--- config.mk ---
export PLATFORM = sky130hd
export DESIGN_NAME = serial_adder_ctrl_flat
export DESIGN_NICKNAME = d
export VERILOG_FILES = /design/src/rtl/serial_adder_ctrl_if.sv /design/src/rtl/serial_adder_ctrl.sv /design/src/flat_wrapper.sv
export SDC_FILE = /design/constraint.sdc
export NUM_CORES = 1
export LEC_CHECK = 0
export CORE_MARGIN = 10
export CORE_UTILIZATION = 56
export DETAILED_ROUTE_END_ITERATION = 8
export GPL_ROUTABILITY_DRIVEN = 0
export PLACE_DENSITY = 0.79
export SYNTH_ARGS = -nofsm -noshare
export SYNTH_HDL_FRONTEND = slang
export SYNTH_SLANG_ARGS = --single-unit
--- constraint.sdc ---
create_clock -name clk -period 3.3 [get_ports clk]
set_input_delay 0.66 -clock clk [delete_from_list [all_inputs] [get_ports clk]]
set_output_delay 0.66 -clock clk [all_outputs]
set_load 0.01 [all_outputs]
--- src/rtl/serial_adder_ctrl_if.sv ---
`default_nettype none
// ============================================================================
// Module   : serial_adder_ctrl_if
// Brief    : Start/operand/result bundle for the bit-serial adder controller.
// Revision : 1.0
// ============================================================================
interface serial_adder_ctrl_if #(
    parameter int WIDTH = 8
) ();
    logic             start;
    logic [WIDTH-1:0] a;
    logic [WIDTH-1:0] b;
    logic             carryin;
    logic             busy;
    logic             done;
    logic [WIDTH-1:0] sum;
    logic             carryout;
    logic             overflow;

    modport master (
        output start, a, b, carryin,
        input  busy, done, sum, carryout, overflow
    );

    modport slave (
        input  start, a, b, carryin,
        output busy, done, sum, carryout, overflow
    );
endinterface
`default_nettype wire

--- src/rtl/serial_adder_ctrl.sv ---
`default_nettype none
// ============================================================================
// Module   : serial_adder_ctrl
// Brief    : WIDTH-bit adder built from one time-shared full-adder slice, LSB first.
// Revision : 1.0
// ============================================================================
module serial_adder_ctrl #(
    parameter int WIDTH = 8
) (
    input  wire logic         clk,
    input  wire logic         reset,
    serial_adder_ctrl_if.slave bus
);
    localparam int c_CNT_W = $clog2(WIDTH) + 1;

    if (WIDTH < 2 || WIDTH > 32) begin : g_bad_width
        $error("serial_adder_ctrl: WIDTH out of range");
    end

    typedef enum logic [1:0] {
        S_IDLE = 2'd0,
        S_RUN  = 2'd1,
        S_DONE = 2'd2
    } state_t;

    state_t             r_state;
    state_t             w_state_nxt;
    logic               w_busy;
    logic               w_done;

    logic [WIDTH-1:0]   r_a_sh;
    logic [WIDTH-1:0]   r_b_sh;
    logic [WIDTH-2:0]   r_sum_sh;
    logic               r_carry;
    logic [c_CNT_W-1:0] r_cnt;
    logic [WIDTH-1:0]   r_sum;
    logic               r_cout;
    logic               r_ovf;

    logic               w_s;
    logic               w_cout;
    logic [WIDTH-1:0]   w_sum_nxt;
    logic               w_last;

    // The single full-adder slice shared by every bit position
    assign w_s    = r_a_sh[0] ^ r_b_sh[0] ^ r_carry;
    assign w_cout = (r_a_sh[0] & r_b_sh[0]) | (r_carry & (r_a_sh[0] ^ r_b_sh[0]));

    // Partial sum holds WIDTH-1 finished bits; the final edge supplies the MSB
    assign w_sum_nxt = {w_s, r_sum_sh};
    assign w_last    = (r_cnt == c_CNT_W'(WIDTH - 1));

    always_ff @(posedge clk) begin
        if (reset) begin
            r_state <= S_IDLE;
        end else begin
            r_state <= w_state_nxt;
        end
    end

    always_comb begin
        w_state_nxt = r_state;
        w_busy      = 1'b0;
        w_done      = 1'b0;
        case (r_state)
            S_IDLE: begin
                if (bus.start) begin
                    w_state_nxt = S_RUN;
                end
            end
            S_RUN: begin
                w_busy = 1'b1;
                if (w_last) begin
                    w_state_nxt = S_DONE;
                end
            end
            S_DONE: begin
                w_busy      = 1'b1;
                w_done      = 1'b1;
                w_state_nxt = S_IDLE;
            end
            default: begin
                w_state_nxt = S_IDLE;
            end
        endcase
    end

    always_ff @(posedge clk) begin
        if (reset) begin
            r_a_sh   <= '0;
            r_b_sh   <= '0;
            r_sum_sh <= '0;
            r_carry  <= 1'b0;
            r_cnt    <= '0;
            r_sum    <= '0;
            r_cout   <= 1'b0;
            r_ovf    <= 1'b0;
        end else begin
            case (r_state)
                S_IDLE: begin
                    if (bus.start) begin
                        r_a_sh   <= bus.a;
                        r_b_sh   <= bus.b;
                        r_sum_sh <= '0;
                        r_carry  <= bus.carryin;
                        r_cnt    <= '0;
                    end
                end
                S_RUN: begin
                    r_a_sh   <= r_a_sh >> 1;
                    r_b_sh   <= r_b_sh >> 1;
                    r_sum_sh <= w_sum_nxt[WIDTH-1:1];
                    r_carry  <= w_cout;
                    r_cnt    <= r_cnt + c_CNT_W'(1);
                    // Carry into the MSB is the carry flop on this last step
                    if (w_last) begin
                        r_sum  <= w_sum_nxt;
                        r_cout <= w_cout;
                        r_ovf  <= r_carry ^ w_cout;
                    end
                end
                default: begin
                end
            endcase
        end
    end

    assign bus.busy     = w_busy;
    assign bus.done     = w_done;
    assign bus.sum      = r_sum;
    assign bus.carryout = r_cout;
    assign bus.overflow = r_ovf;
endmodule
`default_nettype wire

--- src/flat_wrapper.sv ---
// flat-port wrapper written by rule: the top's interface ports become plain ports
module serial_adder_ctrl_flat 
#(
    parameter int WIDTH = 8
)
  (clk, reset, bus_start, bus_a, bus_b, bus_carryin, bus_busy, bus_done, bus_sum, bus_carryout, bus_overflow);
  serial_adder_ctrl_if #(.WIDTH(WIDTH)) bus_i ();
  input  wire logic clk;
  input  wire logic reset;
  input wire logic [$bits(bus_i.start)-1:0] bus_start;
  input wire logic [$bits(bus_i.a)-1:0] bus_a;
  input wire logic [$bits(bus_i.b)-1:0] bus_b;
  input wire logic [$bits(bus_i.carryin)-1:0] bus_carryin;
  output wire logic [$bits(bus_i.busy)-1:0] bus_busy;
  output wire logic [$bits(bus_i.done)-1:0] bus_done;
  output wire logic [$bits(bus_i.sum)-1:0] bus_sum;
  output wire logic [$bits(bus_i.carryout)-1:0] bus_carryout;
  output wire logic [$bits(bus_i.overflow)-1:0] bus_overflow;
  assign bus_i.start = bus_start;
  assign bus_i.a = bus_a;
  assign bus_i.b = bus_b;
  assign bus_i.carryin = bus_carryin;
  assign bus_busy = bus_i.busy;
  assign bus_done = bus_i.done;
  assign bus_sum = bus_i.sum;
  assign bus_carryout = bus_i.carryout;
  assign bus_overflow = bus_i.overflow;
  serial_adder_ctrl #(.WIDTH(WIDTH)) u_core (.clk(clk), .reset(reset), .bus(bus_i));
endmodule
* After elaboration in Yosys (flattened, before gate mapping) *
Index checks and enable logic that the tools add are counted.

storage, ports and cells
  logic and storage cells = 42
  register bits after elaboration = 40
  output and inout port bits = 12
  bits of input ports = 20

cells by class
  add/subtract/negate cells = 1
  bitwise operators = 6
  eq/ne operators = 5
  mux-type cells = 15
  reduce and logical (&&, ||, !) cells = 6

operators with widths
  operator                                                number
  case mux 8 bit (2 select lines)                         2
  two-way mux 8 bit                                       2
  case mux 7 bit (2 select lines)                         1
  case mux 4 bit (2 select lines)                         1
  two-way mux 7 bit                                       1
  AND reduction 2 bit                                     3
  adder 4 x 1 -> 4 bit (second input constant)            1
  == test 4 x 3 -> 1 bit (second input constant)          1
  two-way mux 2 bit                                       2
  two-way mux 4 bit                                       1
  case mux 2 bit (2 select lines)                         1
  two-way mux 1 bit                                       3
  XOR 1 bit                                               3
  AND 1 bit                                               2
  == test 2 x 1 -> 1 bit (second input constant)          1
  == test 2 bit (second input constant)                   1
  logical NOT 2 bit                                       1
  inequality test 2 x 1 -> 1 bit (second input constant)  1
  inequality test 2 bit (second input constant)           1
  case mux 1 bit (2 select lines)                         1
  nonzero test 2 bit                                      1
  OR reduction 2 bit                                      1
  OR 1 bit                                                1

* Depth between registers and ports, before layout *
  word-level depth = 4
  mapped depth = 7
  gate-level depth less buffers = 5

* Worst setup path after synthesis *
Ideal clock, no wire load.

  path kind = reg2reg
  start = register u_core.r_state[0]
  end = register u_core.r_cnt[3]
  path slack = 1.732 ns
  period minus slack after synthesis = 1.568 ns
  path buffers = 2
  data required time = 3.226 ns
  arrival time = 1.494 ns
  setup time = 0.074 ns
  stages on the path, launching flop included = 8
  cells stage by stage = dfxtp_1 inv_1 ha_1 buf_6 nor2b_4 buf_6 or4_1 a31oi_1

between the ends
  cells in the longest elaborated chain, start to end = 3
  elaborated cells between the ends (all ways) = 6
  classes of those cells = eq/ne (2); mux (1); reduce/logical (3)

ends and longest elaborated chain
  element                                                                              line                      source
  start, declared                                                                      serial_adder_ctrl.sv:26   state_t r_state;
  start signal, assigned                                                               serial_adder_ctrl.sv:57   r_state <= w_state_nxt;
  == test 2 x 1 -> 1 bit / logical NOT 2 bit (equally long branches)                   serial_adder_ctrl.sv:99   case (r_state)
  nonzero test 2 bit (no source line) / inequality test 2 bit (equally long branches)  --
  AND reduction 2 bit (no source line)                                                 --
  end signal, assigned                                                                 serial_adder_ctrl.sv:114  r_cnt <= r_cnt + c_CNT_W'(1);
  end, declared                                                                        serial_adder_ctrl.sv:35   logic [c_CNT_W-1:0] r_cnt;

Parallel ways exist; a longest one is shown, timed or not.
A chain may end at the register's enable or synchronous reset.

* Worst setup path after layout *
  start = register u_core.r_state[1]
  end = output bus_busy

between the ends
  cells in the longest elaborated chain, start to end = 3
  elaborated cells between the ends (all ways) = 4
  classes of those cells = eq/ne (2); mux (1); reduce/logical (1)

ends and longest elaborated chain
  element                                                         line                     source
  == test 2 bit / == test 2 x 1 -> 1 bit (equally long branches)  serial_adder_ctrl.sv:65  case (r_state)
  OR reduction 2 bit (no source line) *                           --
  two-way mux 1 bit *                                             serial_adder_ctrl.sv:65
  end, declared                                                   flat_wrapper.sv:14       output wire logic [$bits(bus_i.busy)-1:0] bus_busy;

Mark *: on every way between the ends. The rest lies on a longest branch, timed or not.

==> flow_summary_export.csv <==
group,metric,value,unit
setup_path,cp_top_family,"buffers and inverters",
route,wl,3970,um
floorplanning,fp-row-count,21,
power,p_leak,0.765,nW
job,drv_cap,0,
sta,timing.final.ws_setup,1080,ps
hold_path,min-delay-path-class,"flip-flop to flip-flop",
setup_path,critPathMaxFanout,3,
setup_path,required,2640,ps
clocking,cts_tree,"done",
route,vias,1584,
clocking,cts_root_buffer,"clkbuf_4",
synthesis,synth_seq_area_share,0.420,
placed_design,dp.cells,270,
cells_and_area,n_fill_cell,298,
cells_and_area,final_common_cell,"dfxtp_1",
clocking,post_cts_resized,0,
clocking,htreeDepth,2,
power,vdd_drop_max,0.291,mV
route,avgViaCountPerCell,5.72,
floorplanning,fp.dieH,78.4,um
synthesis,syn_area,0.00191,mm2
clocking,cts_buffer_depth,2,
sta,rsz0062_at_grt,"false",
cells_and_area,layout.cells.non_filler,277,
synthesis,synth_edf_count,0,
sta,fin_setup_tns,0,ps
clocking,cts_num_sinks,40,
setup_path,start_kind,"flip-flop",
setup_path,cp.arrival,1560,ps
sta,fin_worst_skew,15.6,ps
setup_path,critPathSlowestCell,"clkdlybuf4s50_1",
sta,worst_pin_slew,747,ps
sta,fin_crit_sh,0.674,
sta,setup_viol,0,
setup_path,cpPeakStageDelay,530,ps
setup_path,crit_path_end_kind,"output pin",
route,wl_per_cell,14.3,um
sta,drv_slew,0,
route,drt-initial-drc-count,86,
placed_design,hpwl,2890,um
synthesis,avgSynthCellArea,9.17,um2
synthesis,yosysWarningCount,0,
sta,hold_ws,464,ps
sta,relSlewSlack,0.500,
global_routing,antenna_found_initial,0,
synthesis,netlist_instances,208,
clocking,postCtsSetupBuffers,0,
global_routing,grt_pass1_vias,1566,
cells_and_area,utilization,0.678,
placed_design,postPlaceCellArea,0.00220,mm2
cells_and_area,fin_area,0.00225,mm2
global_routing,grt_max_degree,31,
cells_and_area,syn_to_final_growth,17.7,%
power,power_density,415,mW/mm2
sta,hold_viol,0,
cells_and_area,seqCellArea,801,um2
global_routing,track_usage,0.132,
cells_and_area,antenna_cells,0,
synthesis,ys_async_sr_fraction,0,
cells_and_area,multi_input_area,993,um2
clocking,ctsHoldBuffers,0,
status,status,"finished clean",
floorplanning,die_x,78.4,um
route,ant_nets,0,
power,p_total,0.933,mW
clocking,clock_latency,340,ps
sta,period_minus_slack,2220,ps
setup_path,worst-path-buf-inv,2,
global_routing,overflow,0,
setup_path,crit_type,"flip-flop to output pin",
setup_path,cp_cell_sequence,"inv_1, ha_1, clkdlybuf4s50_1",
placed_design,io_buffers,31,
floorplanning,io_pins,32,
route,first_pass_iters,4,
cells_and_area,final_cell_mix,"40 x dfxtp_1, 31 x clkdlybuf4s50_1, 22 x mux2i_1, 21 x nand2_1, 20 x nor2_1",
cells_and_area,final_nets,256,
global_routing,grt_pass1_wl,6860,um
cells_and_area,drive_above_1_share,0.0649,
synthesis,synth_top_flop_cell,"dfxtp_1",
floorplanning,start_util,0.576,
synthesis,synth_seq_cells,40,
route,route.detailed.drc,0,
synthesis,ys_types,34,
floorplanning,die_area,0.00614,mm2
clocking,clkTransAtPathRegs,120,ps
synthesis,synth.net_count,233,
placed_design,dp_slack,972,ps
sta,max_freq,450,MHz
floorplanning,core,0.00331,mm2
clocking,cts_buffers,5,
-- cell type report --
type	instances	share of cell area
Clock buffer	6	0.0184
Clock inverter	1	0.00223
Inverter	4	0.00669
Multi-Input combinational cell	146	0.442
Sequential cell	40	0.357
Tap cell	46	0.0256
Timing Repair Buffer	34	0.148
-- per-layer routing --
layer  GRT usage  up-vias  routed length, um
met4      0.0573        0                 63
met5           0        -                  0
li1            -      787                  -
met3      0.0410        7                232
met1       0.143      752               1750
met2       0.232       38               1920
-- tightest hold or removal path: stages (launching register included) --
cell and delay, ps:
dfxtp_1 330, nand2_1 50, a21oi_1 50
-- sequential cells by signal, indices dropped and copies added (netlist names) --
signal	cells
u_core.r_b_sh	8
u_core.bus.overflow	1
u_core.r_cnt	4
u_core.bus.carryout	1
u_core.bus.sum	8
u_core.r_state	2
u_core.r_a_sh	8
u_core.r_carry	1
u_core.r_sum_sh	7
-- synth_stat cells, types with 2 or more instances --
master / number / share of area
ha_1: 4 / 0.026
nor2_1: 20 / 0.039
nand2_1: 21 / 0.041
buf_2: 6 / 0.016
xnor2_1: 2 / 0.0092
clkbuf_1: 8 / 0.016
buf_6: 3 / 0.018
and3b_1: 3 / 0.014
a211oi_1: 18 / 0.071
a21oi_1: 19 / 0.050
nand3_1: 2 / 0.0052
a32oi_1: 8 / 0.037
o21ai_0: 3 / 0.0079
dfxtp_1: 40 / 0.42
nand3b_1: 3 / 0.012
inv_1: 4 / 0.0079
or2_0: 5 / 0.016
nor2b_1: 2 / 0.0066
mux2i_1: 22 / 0.12
-- final timing paths --
check	slack [ps]	depth (start not counted)	startpoint	endpoint
worst max-delay path	1080	3	u_core.r_state[1]	bus_busy
worst min register to register	460	2	u_core.bus.sum[3]	u_core.bus.sum[3]
worst min-delay path	460	2	u_core.bus.sum[3]	u_core.bus.sum[3]
worst max register to register	1330	5	u_core.r_state[0]	u_core.r_a_sh[6]
-- cells by family after synthesis --
logic type	Yosys count	synth area share
AOI/OAI and AO/OA	52	0.183
xor gates and xnor gates	2	0.00918
adders and majority gates	5	0.0367
buffers and inverters	22	0.0610
DFF	40	0.420
muxes	23	0.121
and+or+nand+nor	64	0.169
-- where the power goes --
part,switching (mW),internal (mW)
registers,0.0182,0.510
logic,0.0917,0.0848
clock network,0.150,0.0786
No activity file was read; power rests on OpenSTA's default activity.
